===== config.mk =====
export PLATFORM = sky130hd
export DESIGN_NAME = tusca_uc_multi
export DESIGN_NICKNAME = d
export VERILOG_FILES = /design/src/rtl/tusca_uc_pkg.sv /design/src/rtl/tusca_contador_m.sv /design/src/rtl/tusca_uc_multi.sv
export SDC_FILE = /design/constraint.sdc
export NUM_CORES = 1
export LEC_CHECK = 0
export CAP_MARGIN = 20
export CORE_ASPECT_RATIO = 0.5
export CORE_MARGIN = 2
export CORE_UTILIZATION = 40
export DETAILED_ROUTE_END_ITERATION = 10
export PLACE_DENSITY = 0.55
export SYNTH_ARGS = -nofsm -noshare
export SYNTH_HDL_FRONTEND = slang
export SYNTH_SLANG_ARGS = --single-unit

===== constraint.sdc =====
create_clock -name clock -period 6.98 [get_ports clock]
set_input_delay 1.396 -clock clock [delete_from_list [all_inputs] [get_ports clock]]
set_output_delay 1.396 -clock clock [all_outputs]
set_load 0.01 [all_outputs]

===== src/rtl/tusca_uc_pkg.sv =====
// Shared definitions for the TUSCA multi-sensor control unit:
// state encodings and width helpers for the selector and counters.
package tusca_uc_pkg;

   typedef enum logic [3:0] {
      INICIAL       = 4'd0,
      MEDE          = 4'd1,
      ESPERA_MEDIDA = 4'd2,
      PROXIMO       = 4'd3,
      RESETA_DELAY  = 4'd4,
      ESPERA_DELAY  = 4'd5,
      PEDIR_CONFIG  = 4'd6,
      ESPERA_CONFIG = 4'd7
   } estado_t;

   localparam int ESTADO_W = 4;

   // Bits needed to hold values 0..n-1, never less than one bit.
   function automatic int largura(input int n);
      return (n > 1) ? $clog2(n) : 1;
   endfunction

endpackage


===== src/rtl/tusca_contador_m.sv =====
// Modulo-M up counter with synchronous clear. fim flags the terminal
// value M-1; the controller leaves the counting state on that value.
module tusca_contador_m
   import tusca_uc_pkg::*;
#(
   parameter  int M = 10,
   localparam int W = largura(M)
) (
   input  logic         clock,
   input  logic         reset,
   input  logic         zera,
   input  logic         conta,
   output logic [W-1:0] q,
   output logic         fim
);

   logic [W-1:0] q_q, q_d;

   assign fim = (q_q == W'(M - 1));
   assign q   = q_q;

   // Next count: clear has priority, otherwise step modulo M.
   always_comb begin
      q_d = q_q;
      if (zera) begin
         q_d = '0;
      end else if (conta) begin
         q_d = fim ? '0 : q_q + W'(1);
      end
   end

   // Count register.
   always_ff @(posedge clock) begin
      if (reset) begin
         q_q <= '0;
      end else begin
         q_q <= q_d;
      end
   end

endmodule


===== src/rtl/tusca_uc_multi.sv =====
// TUSCA control unit, multi-sensor version. Sweeps the sensors round-robin,
// marks sensors that miss their measurement deadline with a sticky flag,
// waits a programmable delay between sweeps and accepts configuration
// requests only while waiting.
module tusca_uc_multi
   import tusca_uc_pkg::*;
#(
   parameter  int N_SENSORES     = 4,
   parameter  int DELAY_CICLOS   = 50000000,
   parameter  int TIMEOUT_CICLOS = 5000000,
   localparam int CW             = largura(N_SENSORES)
) (
   input  logic                  clock,
   input  logic                  reset,
   input  logic                  start,
   input  logic                  parar,
   input  logic                  pronto_medida,
   input  logic                  definir_config,
   input  logic                  pronto_config,
   output logic [N_SENSORES-1:0] medir,
   output logic [CW-1:0]         sensor_sel,
   output logic                  receber_config,
   output logic                  fim_ciclo,
   output logic [N_SENSORES-1:0] erro_timeout,
   output logic [ESTADO_W-1:0]   db_estado
);

   localparam int            DW     = largura(DELAY_CICLOS);
   localparam int            TW     = largura(TIMEOUT_CICLOS);
   localparam logic [CW-1:0] ULTIMO = CW'(N_SENSORES - 1);

   estado_t               estado_q, estado_d;
   logic [CW-1:0]         sel_q, sel_d;
   logic [N_SENSORES-1:0] erro_q, erro_d;
   logic [N_SENSORES-1:0] sel_oh;
   logic                  ultimo;
   logic                  zera_delay, conta_delay, fim_delay;
   logic                  zera_timeout, conta_timeout, fim_timeout;
   logic [DW-1:0]         cnt_delay;
   logic [TW-1:0]         cnt_timeout;
   logic                  unused_cnt;

   assign sel_oh = N_SENSORES'(1) << sel_q;
   assign ultimo = (sel_q == ULTIMO);

   // Both counters are cleared in the state just before the one that
   // counts, so each counting state starts from zero.
   assign zera_delay    = (estado_q == RESETA_DELAY);
   assign conta_delay   = (estado_q == ESPERA_DELAY);
   assign zera_timeout  = (estado_q == MEDE);
   assign conta_timeout = (estado_q == ESPERA_MEDIDA);

   // Counter values are only needed through their terminal flags.
   assign unused_cnt = ^{cnt_delay, cnt_timeout};

   tusca_contador_m #(.M(DELAY_CICLOS)) u_delay (
      .clock (clock),
      .reset (reset),
      .zera  (zera_delay),
      .conta (conta_delay),
      .q     (cnt_delay),
      .fim   (fim_delay)
   );

   tusca_contador_m #(.M(TIMEOUT_CICLOS)) u_timeout (
      .clock (clock),
      .reset (reset),
      .zera  (zera_timeout),
      .conta (conta_timeout),
      .q     (cnt_timeout),
      .fim   (fim_timeout)
   );

   // State, sensor index and sticky timeout flags.
   always_ff @(posedge clock) begin
      if (reset) begin
         estado_q <= INICIAL;
         sel_q    <= '0;
         erro_q   <= '0;
      end else begin
         estado_q <= estado_d;
         sel_q    <= sel_d;
         erro_q   <= erro_d;
      end
   end

   // Next state; an answer on the deadline cycle still counts as on time.
   always_comb begin
      estado_d = estado_q;
      sel_d    = sel_q;
      erro_d   = erro_q;
      case (estado_q)
         INICIAL: begin
            if (start) begin
               estado_d = MEDE;
               sel_d    = '0;
            end
         end
         MEDE: estado_d = ESPERA_MEDIDA;
         ESPERA_MEDIDA: begin
            if (pronto_medida) begin
               estado_d = PROXIMO;
               erro_d   = erro_q & ~sel_oh;
            end else if (fim_timeout) begin
               estado_d = PROXIMO;
               erro_d   = erro_q | sel_oh;
            end
         end
         PROXIMO: begin
            if (ultimo) begin
               sel_d    = '0;
               estado_d = RESETA_DELAY;
            end else begin
               sel_d    = sel_q + CW'(1);
               estado_d = MEDE;
            end
         end
         RESETA_DELAY: estado_d = ESPERA_DELAY;
         ESPERA_DELAY: begin
            if (fim_delay) begin
               estado_d = MEDE;
            end else if (parar) begin
               estado_d = INICIAL;
            end else if (definir_config) begin
               estado_d = PEDIR_CONFIG;
            end
         end
         PEDIR_CONFIG: estado_d = ESPERA_CONFIG;
         ESPERA_CONFIG: begin
            if (pronto_config) begin
               estado_d = RESETA_DELAY;
            end
         end
         default: estado_d = INICIAL;
      endcase
   end

   // Moore output pulses decoded from the registered state.
   always_comb begin
      medir          = '0;
      receber_config = 1'b0;
      fim_ciclo      = 1'b0;
      case (estado_q)
         MEDE:         medir          = sel_oh;
         PROXIMO:      fim_ciclo      = ultimo;
         PEDIR_CONFIG: receber_config = 1'b1;
         default:      ;
      endcase
   end

   assign sensor_sel   = sel_q;
   assign erro_timeout = erro_q;
   assign db_estado    = estado_q;

endmodule


==> metrics.txt, run 1 <==
io pins=23; FFs w/ async S/R, synth=0%; Worst Tran Pin Value=slightly above 0.8 ns; CTS Buf Count=9; Synth-to-Final Area Change=19.9%; P_int=0.735 mW; Worst Clk Skew=0.00520 ns; ant diodes=0; final hold vios=0; final wirelength=6.61 mm; DR vias=2,542; post-synthesis mux area share=0.682%; cells after synthesis=354; Synth Flop Type=dfxtp_1; Finished Layout Cells=between 400 and 500; cell accounting for the most synthesized area=dfxtp_1; slowest stage delay, CP=0.66 ns; slew margin rel.=46.2%; Rows=22; Iteration-0 DRC Markers=136; outcome=finished clean; initial core utilization=40.7%; vias in the first global route=2,371; vias per cell=5.36; EDFF count, synth=0; syn avg cell area=between 8 and 9 sq um; ANT nets after route=0; maximum VDD drop=0.121 mV; fin util=48.8%; Comb power frac=16.5%; critical path fanouts, max=19; final net count=386; min Tclk post-route=3.57 ns; Pwr Total=slightly above 1 mW; H-tree Lvls=3; Yosys top cell area share=39.6%; DR DRC count=0; Synth Area in Compound Gates=7.54%; clk_lat worst skew=0.32 ns; chip height=around 65 um; Post-synth top cells=64 x nor2_1, 58 x dfxtp_1, 39 x xnor2_1, 27 x nand2_1, 16 x nand3_1; GR Util met2=30.2%; die width=~130 um; worst setup path class=reg -> out; Hold Path Class=reg -> reg; Port Buffers=21; Max Cap Viol=0; sw frac=27.5%; GR Overflow Total=0; DP Worst Slack=~3.7 ns; post-detail-place hpwl=4.59 mm; design area=3520 sq um; routability cong.=0.852; CP arrival=roughly 2.2 ns; Critical Path RT=about 5.6 ns; die area=~8000 sq um; proportion of power drawn by flip-flops and latches=37.3%; register area share after synthesis=approximately 40%; FMAX=between 200 and 300 MHz; clock network power share=46.3%; CTS tree=built; net switching power=0.279 mW; CP Capture Type=primary output; final setup margin=between 3 and 4 ns; Max clock buf depth=2; Hold WS=0.509 ns; final max-slew violation count=0; core area=7210 sq um; Total Routing Usage GR=17.2%; global route hottest layer=met2; initial antenna violation count=0; #FFs+latches synth=58; Largest delay share family, worst path=flip-flops; post-CTS repair timing setup buffer count=0; dpl cells=458; global-route track usage on met3=6.36%; power per cell area=288 nW/um^2; main combinational cell family by area after synthesis=simple AND/OR/NAND/NOR gates; met1 usage in global routing=19.8%; WP buf/inv=1; post_cts resized=0; WL per Instance=approximately 14 um; first-pass iteration count of the detailed router=4; syn_nets=about 370; crit share post-route=between 50% and 60%; CTS Hold Buffers Added=0; Clock Sink Count=58; RSZ-0062 raised after global routing=false; CTS Root Cell=clkbuf_16; post-synthesis xor/xnor area fraction=13.7%; count leader, synth=nor2_1; Mapped Area=2940 sq um; simple-gate portion of the synthesized area=about a third; Unique masters post-synth=46; DP Area=3200 sq um; share of layout cells above drive strength 1=under 10%; slowest CP cell=dfxtp_1; clk slew on worst S/H paths=0.05 ns; pin count of the biggest net entering global routing=26; first-pass GRT wire length=around 11 mm; synth top area cells=dfxtp_1 40%, xnor2_1 12%, nor2_1 8.2%; Final setup viols=0; post-synthesis adder-cell area fraction=2.56%; synth warn=0; Worst Setup Start Kind=flip-flop; Static Leak=approximately 1.1 nW; crit-path cells=nor2b_1 -> and3_1 -> clkdlybuf4s50_1; setup TNS=0 ns
## area by class of cell
class | instances | area (sq um)
fillers | 672 | 3690
clock buffers | 11 | 243
multi-input cells | 269 | 1650
well taps | 96 | 120
repair buffers | 22 | 218
inverters | 13 | 48.8
clock inverters | 5 | 77.6
flip-flops and latches | 58 | 1160
## registers in the layout, summed over array words and instances, names as in the netlist, named ones only
name	cells
u_timeout.q	23
sensor_sel	2
u_delay.q	26
db_estado	3
## path summary, 6_finish.rpt
kind	cells past startpoint	slack, ns	from	end
setup reg to reg	6	4.17	u_timeout.q[0]$_SDFFE_PP0P_	u_timeout.q[10]$_SDFFE_PP0P_
setup / recovery	3	3.41	db_estado[0]$_SDFFE_PP0P_	medir[3]
hold / removal	2	0.51	u_delay.q[1]$_SDFFE_PP0N_	u_delay.q[1]$_SDFFE_PP0N_
hold reg to reg	2	0.51	u_delay.q[1]$_SDFFE_PP0N_	u_delay.q[1]$_SDFFE_PP0N_
## worst reg2reg max path: stages, from the launching register on
cell	delay, ns
dfxtp_1	0.36
ha_1	0.23
or4b_1	0.45
or4_4	0.56
nor3_4	0.26
or3_1	0.67
nor2_1	0.12
## cells in the final DEF (no fill, tap or decap), types with 3 or more instances in the layout
cell type	n
nor2b_1	3
dfxtp_1	58
nand2b_1	3
nand3_1	16
a21oi_1	11
ha_1	6
and4_1	5
nand4_1	9
o21ai_0	7
xor2_1	7
nor3_1	13
clkdlybuf4s50_1	21
and3_1	10
xnor2_1	39
clkbuf_16	9
inv_1	13
a311oi_1	4
or4_1	3
nor4_1	12
nand2_1	27
nor2_1	64
## kinds of logic after synthesis
logic type	count (synthesis)
AND/OR/NAND/NOR	181
flip-flops	58
XOR/XNOR	46
AO/OA/AOI/OAI	33
buffers and inverters	27
adder cells (fa/ha/maj)	6
multiplexers	2
other	1
## layer usage
layer	wire, um	vias up
met4	74	0
li1	-	1271
met2	3250	48
met3	227	13
met5	0	-
met1	3060	1210
## power by group through the flow
stage | sequential [mW] | clock, mW | combinational (mW)
after floorplan | 0.365 | 0 | 0.134
after global placement | 0.384 | 0 | 0.166
after detailed placement | 0.384 | 0 | 0.168
after CTS | 0.377 | 0.481 | 0.169
after global routing | 0.382 | 0.499 | 0.186
final | 0.378 | 0.469 | 0.167
(Power assumes the default switching activity.)
==> run 2, diff against run 1 <==
- clock period: 6.98 -> 3.7 ns (I/O delays scaled with it)
==> run 2 against run 1 <==
  * Highest routed layer unchanged
  * Clock power rose by 98%
  * Combinational power increased by 92%
  * Clock skew is 0.0013 ns lower
  * Utilization grew 0.26 points
  * Via count is 2.5% lower
  * Non-clock buffer count unchanged
==> metrics.txt, run 2 (same netlist as run 1, synthesis figures left out) <==
Static Leak=1.16 nW (+0.81%); Worst Clk Skew=0.00385 ns (-0.00135 ns); Worst Setup SP=db_estado[0]$_SDFFE_PP0P_; final max-slew violation count=0 (unchanged); Total Routing Usage GR=17.0% (-0.20 points); first-pass iteration count of the detailed router=4 (unchanged); DR vias=2,478 (-2.5%); Largest register FFs=26 (unchanged); power per cell area=554 nW/um^2 (+92%); Worst Setup Start Kind=flip-flop; FMAX=338 MHz; CTS Root Cell=clkbuf_16; R2R Path Start=u_timeout.q[0]$_SDFFE_PP0P_; CTS Buf Count=9 (unchanged); die area=8080 sq um (unchanged); Port Buffers=21 (unchanged); worst setup path class=reg -> out; DP Area=3200 sq um (unchanged); Hold Path Class=reg -> reg; final hold vios=0 (unchanged); Synth-to-Final Area Change=20.5%; initial core utilization=40.7% (unchanged); RSZ-0062 raised after global routing=false; setup TNS=0 ns (unchanged); CTS Hold Buffers Added=0 (unchanged); Clock Sink Count=58 (unchanged); DP Worst Slack=0.945 ns (-2.78 ns); Largest delay share family, worst path=flip-flops; io pins=23 (unchanged); WL per Instance=13.8 um (-1.1%); slowest CP cell=dfxtp_1; flip-flop and latch area=1160 sq um (unchanged); core area=7210 sq um (unchanged); commonest non-fill, non-tap cell in the layout=nor2_1; clk slew on worst S/H paths=0.05 ns (about the same); Final setup viols=0 (unchanged); chip height=64.6 um (unchanged); slew margin rel.=44.1% (-2.1 points); clk_lat worst skew=0.32 ns (about the same); Worst Tran Pin Value=0.839 ns (+0.0321 ns); die width=125 um (unchanged); CP Capture Type=primary output; outcome=finished clean; routability cong.=0.813 (-4.6%); maximum VDD drop=0.218 mV (+80%); first-pass GRT wire length=11.0 mm (-0.75%); DR DRC count=0 (unchanged); Rows=22 (unchanged); Critical Path RT=2.96 ns (-2.62 ns); commonest cells after routing, fill and taps aside=64 x nor2_1, 58 x dfxtp_1, 39 x xnor2_1; critical path fanouts, max=19 (unchanged); ANT nets after route=0 (unchanged); Multi-input gate area=1650 sq um (unchanged); vias in the first global route=2,352 (-0.80%); min Tclk post-route=roughly 3.0 ns; share of layout cells above drive strength 1=5.29% (+0.26 points); HP Start=u_delay.q[1]$_SDFFE_PP0N_; WP buf/inv=1 (unchanged); Fillers=703 (+4.6%); vias per cell=5.23 (-2.5%); Max clock buf depth=2 (unchanged); post-detail-place hpwl=4.58 mm (-0.28%); post-CTS repair timing setup buffer count=0 (unchanged); H-tree Lvls=3 (unchanged); Max Cap Viol=0 (unchanged); pin count of the biggest net entering global routing=26 (unchanged); final net count=386 (unchanged); GR Overflow Total=0 (unchanged); crit share post-route=80.1%; slowest stage delay, CP=0.69 ns (+0.03 ns); design area=3540 sq um (+0.53%); CP arrival=2.22 ns (+0.05 ns); initial antenna violation count=0 (unchanged); final wirelength=6.54 mm (-1.1%); final setup margin=0.738 ns (-2.68 ns); crit-path cells=nor2b_1 -> and3_1 -> clkdlybuf4s50_1; CTS tree=built; ant diodes=0 (unchanged); post_cts resized=0 (unchanged); Iteration-0 DRC Markers=136 (unchanged)
[run 2: cell types whose count changed in the layout (fill, tap and decap cells not counted)]
cell	delta
clkbuf_8	+2
clkinv_2	-1
clkbuf_1	-1
[run 2: final timing paths]
kind	to	slack, ns	depth (start not counted)
max	medir[3]	0.74	3
min	u_delay.q[1]$_SDFFE_PP0N_	0.50	2
max reg2reg	u_timeout.q[2]$_SDFFE_PP0P_	0.93	6
min reg2reg	u_delay.q[1]$_SDFFE_PP0N_	0.50	2
[run 2: final cells by class]
cell class	count	share of cell area [%]
Inverter	13	1.38
Sequential cell	58	32.8
Multi-Input combinational cell	269	46.7
Tap cell	96	3.40
Timing Repair Buffer	22	6.15
Clock buffer	12	7.53
Clock inverter	4	2.05
[run 2: worst min-delay path: stages (launching register included)]
cell and delay, ns:
dfxtp_1 0.32, o21ai_0 0.07, a21oi_1 0.06
[run 2: per-layer routing]
layer  global-route usage (%)  routed length [um]  vias to the layer above
met5                        0                   0                        -
met4                     5.69                  75                        0
met3                     6.69                 227                        6
met2                     28.7                3130                       42
met1                     20.1                3110                     1166
li1                         -                   -                     1264
[run 2: power breakdown]
part	internal (mW)	switching, mW
registers	0.650	0.0617
logic	0.133	0.187
clock network	0.643	0.285
total	1.42	0.534
[run 2: metrics by stage]
step / total power, mW / hold slack, ns / cells / utilization, %
detailed placement: 1.04 / 0.493 / 458 / 44.3
finish: 1.96 / 0.500 / 474 / 49.0
global route: 2.05 / 0.520 / 474 / 49.0
floorplan: 0.941 / 0.462 / 354 / -
CTS: 1.97 / 0.500 / 474 / 49.0
global placement: 1.04 / 0.476 / 458 / 44.3
==> run 3, diff against run 2 <==
- clock period: 3.7 -> 3 ns (I/O delays scaled with it)
==> run 3 against run 2 <==
  * Combinational power grew 35%
  * Clock power grew 9%
  * Routed wire length shrank 0.26%
  * Final cell count grew 0.63%
  * Total power grew 17%
  * Sequential share of layout area grew 0.13 points
  * Worst setup slack lost 0.33 ns
  * Count of clock-buffer cells in the layout grew 3
  * Worst hold slack gained 0.0021 ns
  * Clock skew grew 0.0034 ns
  * First-iteration DRC count shrank 46%
  * Via count shrank 0.48%
  * Largest power group unchanged
==> metrics.txt, run 3 (same netlist as run 1, synthesis figures left out) <==
Rows=22 (unchanged); first-pass iteration count of the detailed router=4 (unchanged); HP Start=u_delay.q[1]$_SDFFE_PP0N_; R2R Path Start=u_timeout.q[0]$_SDFFE_PP0P_; final max-slew violation count=0 (unchanged); chip height=64.6 um (unchanged); GR Util met2=27.5% (-1.2 points); core area=7210 sq um (unchanged); min Tclk post-route=2.59 ns; Worst Clk Skew=0.00729 ns (+0.00344 ns); post-CTS repair timing setup buffer count=0 (unchanged); setup TNS=0 ns (unchanged); CTS Hold Buffers Added=0 (unchanged); commonest cells after routing, fill and taps aside=64 x nor2_1, 58 x dfxtp_1, 39 x xnor2_1; RSZ-0062 raised after global routing=false; FMAX=slightly below 400 MHz; Pwr Total=2.30 mW (+17%); power per cell area=652 nW/um^2 (+18%); ant diodes=0 (unchanged); Fillers=703 (unchanged); final hold vios=0 (unchanged); Worst Setup SP=db_estado[1]$_SDFFE_PP0P_; die area=8080 sq um (unchanged); pin count of the biggest net entering global routing=24 (-7.7%); initial core utilization=40.7% (unchanged); WL per Instance=13.7 um (-0.89%); slowest CP cell=clkdlybuf4s50_1; share of layout cells above drive strength 1=5.77% (+0.48 points); CP Capture Type=primary output; DR DRC count=0 (unchanged); flop-to-flop setup slack=0.60 ns (-0.33 ns); Worst Reg2Reg Path Length in Cells=7 (+1); DR vias=2,466 (-0.48%); worst reg2reg endpoint=u_timeout.q[10]$_SDFFE_PP0P_; Hold Path Class=reg -> reg; Largest delay share family, worst path=simple AND/OR/NAND/NOR gates; Worst Setup Start Kind=flip-flop; ANT nets after route=0 (unchanged); global-route track usage on met3=7.18% (+0.50 points); met1 usage in global routing=23.0% (+2.9 points); Largest register FFs=26 (unchanged); Clock Sink Count=58 (unchanged); outcome=finished clean; final wirelength=6.52 mm (-0.26%); post-detail-place hpwl=4.53 mm (-1.2%); GR Overflow Total=0 (unchanged); Hold Path Sink=u_delay.q[1]$_SDFFE_PP0N_; Static Leak=1.16 nW (+0.14%); critical path fanouts, max=15 (-4); commonest non-fill, non-tap cell in the layout=nor2_1; hold depth=2 (unchanged); io pins=23 (unchanged); CTS tree=built; Synth-to-Final Area Change=20.0%; vias per cell=5.17 (-1.1%); maximum VDD drop=0.308 mV (+41%); slowest stage delay, CP=0.53 ns (-0.16 ns); first-pass GRT wire length=11.4 mm (+3.8%); Final setup viols=0 (unchanged); initial antenna violation count=0 (unchanged); clk slew on worst S/H paths=0.05 ns (about the same); worst setup path class=reg -> out; crit-path cells=nor2b_1 -> and3_1 -> clkdlybuf4s50_1; Iteration-0 DRC Markers=73 (-46%); WP buf/inv=1 (unchanged); vias in the first global route=2,372 (+0.85%); final net count=389 (+0.78%); Port Buffers=21 (unchanged); clk_lat worst skew=0.33 ns (about the same); die width=125 um (unchanged); crit share post-route=86.3%; CTS Buf Count=9 (unchanged); routability cong.=0.804 (-1.1%); CTS Root Cell=clkbuf_16; H-tree Lvls=3 (unchanged); Total Routing Usage GR=18.0% (+0.91 points); CP arrival=1.99 ns (-0.23 ns); Max clock buf depth=2 (unchanged); global route hottest layer=met2; post_cts resized=0 (unchanged); Max Cap Viol=0 (unchanged); Critical Path RT=2.40 ns (-0.56 ns)
[run 3: cell count changes in the layout (fill, tap and decap cells not counted), sizes merged]
cell      before  now
clkinvlp       1    0
clkbuf        12   15
buf            1    4
bufinv         2    0
[run 3: per-layer routing]
layer | up-vias | routed length [um]
li1 | 1271 | -
met1 | 1161 | 3260
met2 | 28 | 2960
met3 | 6 | 246
met4 | 0 | 57
met5 | - | 0
[run 3: stage by stage]
step	util (%)	hold slack (ns)	cells	setup WS [ns]	cell area, sq um
floorplan	-	0.462	354	0.791	2940
global placement	44.7	0.478	461	0.683	3220
detailed placement	44.7	0.497	461	0.592	3220
CTS	48.9	0.504	477	0.400	3520
global route	48.9	0.546	477	0.218	3520
finish	48.9	0.502	477	0.412	3520
[run 3: worst max-delay path by stage]
| stage | endpoint | slack, ns | cells after the start |
|---|---|---|---|
| 2_1_floorplan | u_timeout.q[10]$_SDFFE_PP0P_ | 0.79 | 8 |
| 3_3_place_gp | u_timeout.q[5]$_SDFFE_PP0P_ | 0.68 | 7 |
| 3_5_place_dp | u_timeout.q[12]$_SDFFE_PP0P_ | 0.59 | 7 |
| 4_1_cts | medir[3] | 0.40 | 3 |
| 5_1_grt | medir[2] | 0.22 | 3 |
| 6_report | medir[3] | 0.41 | 3 |
[run 3: area by class of cell]
cell class                      count  area, sq um  share of cell area, %
Clock buffer                       15          298                   8.45
Clock inverter                      1         5.00                  0.142
Inverter                           13         48.8                   1.38
Multi-Input combinational cell    269         1650                   46.8
Sequential cell                    58         1160                   33.0
Tap cell                           96          120                   3.41
Timing Repair Buffer               25          240                   6.82
[run 3: worst register-to-register path, stage by stage (launching register included)]
cell and delay, ns:
dfxtp_1 0.36, ha_1 0.19, or4b_1 0.44, or4_4 0.56, nor3_4 0.25, or3_1 0.14, buf_4 0.25, nor2_1 0.09
[run 3: power breakdown]
part / internal (mW) / switching (mW) / total [mW]
logic: 0.177 / 0.256 / 0.433
registers: 0.802 / 0.0545 / 0.856
clock network: 0.669 / 0.338 / 1.01
total: 1.65 / 0.648 / 2.30
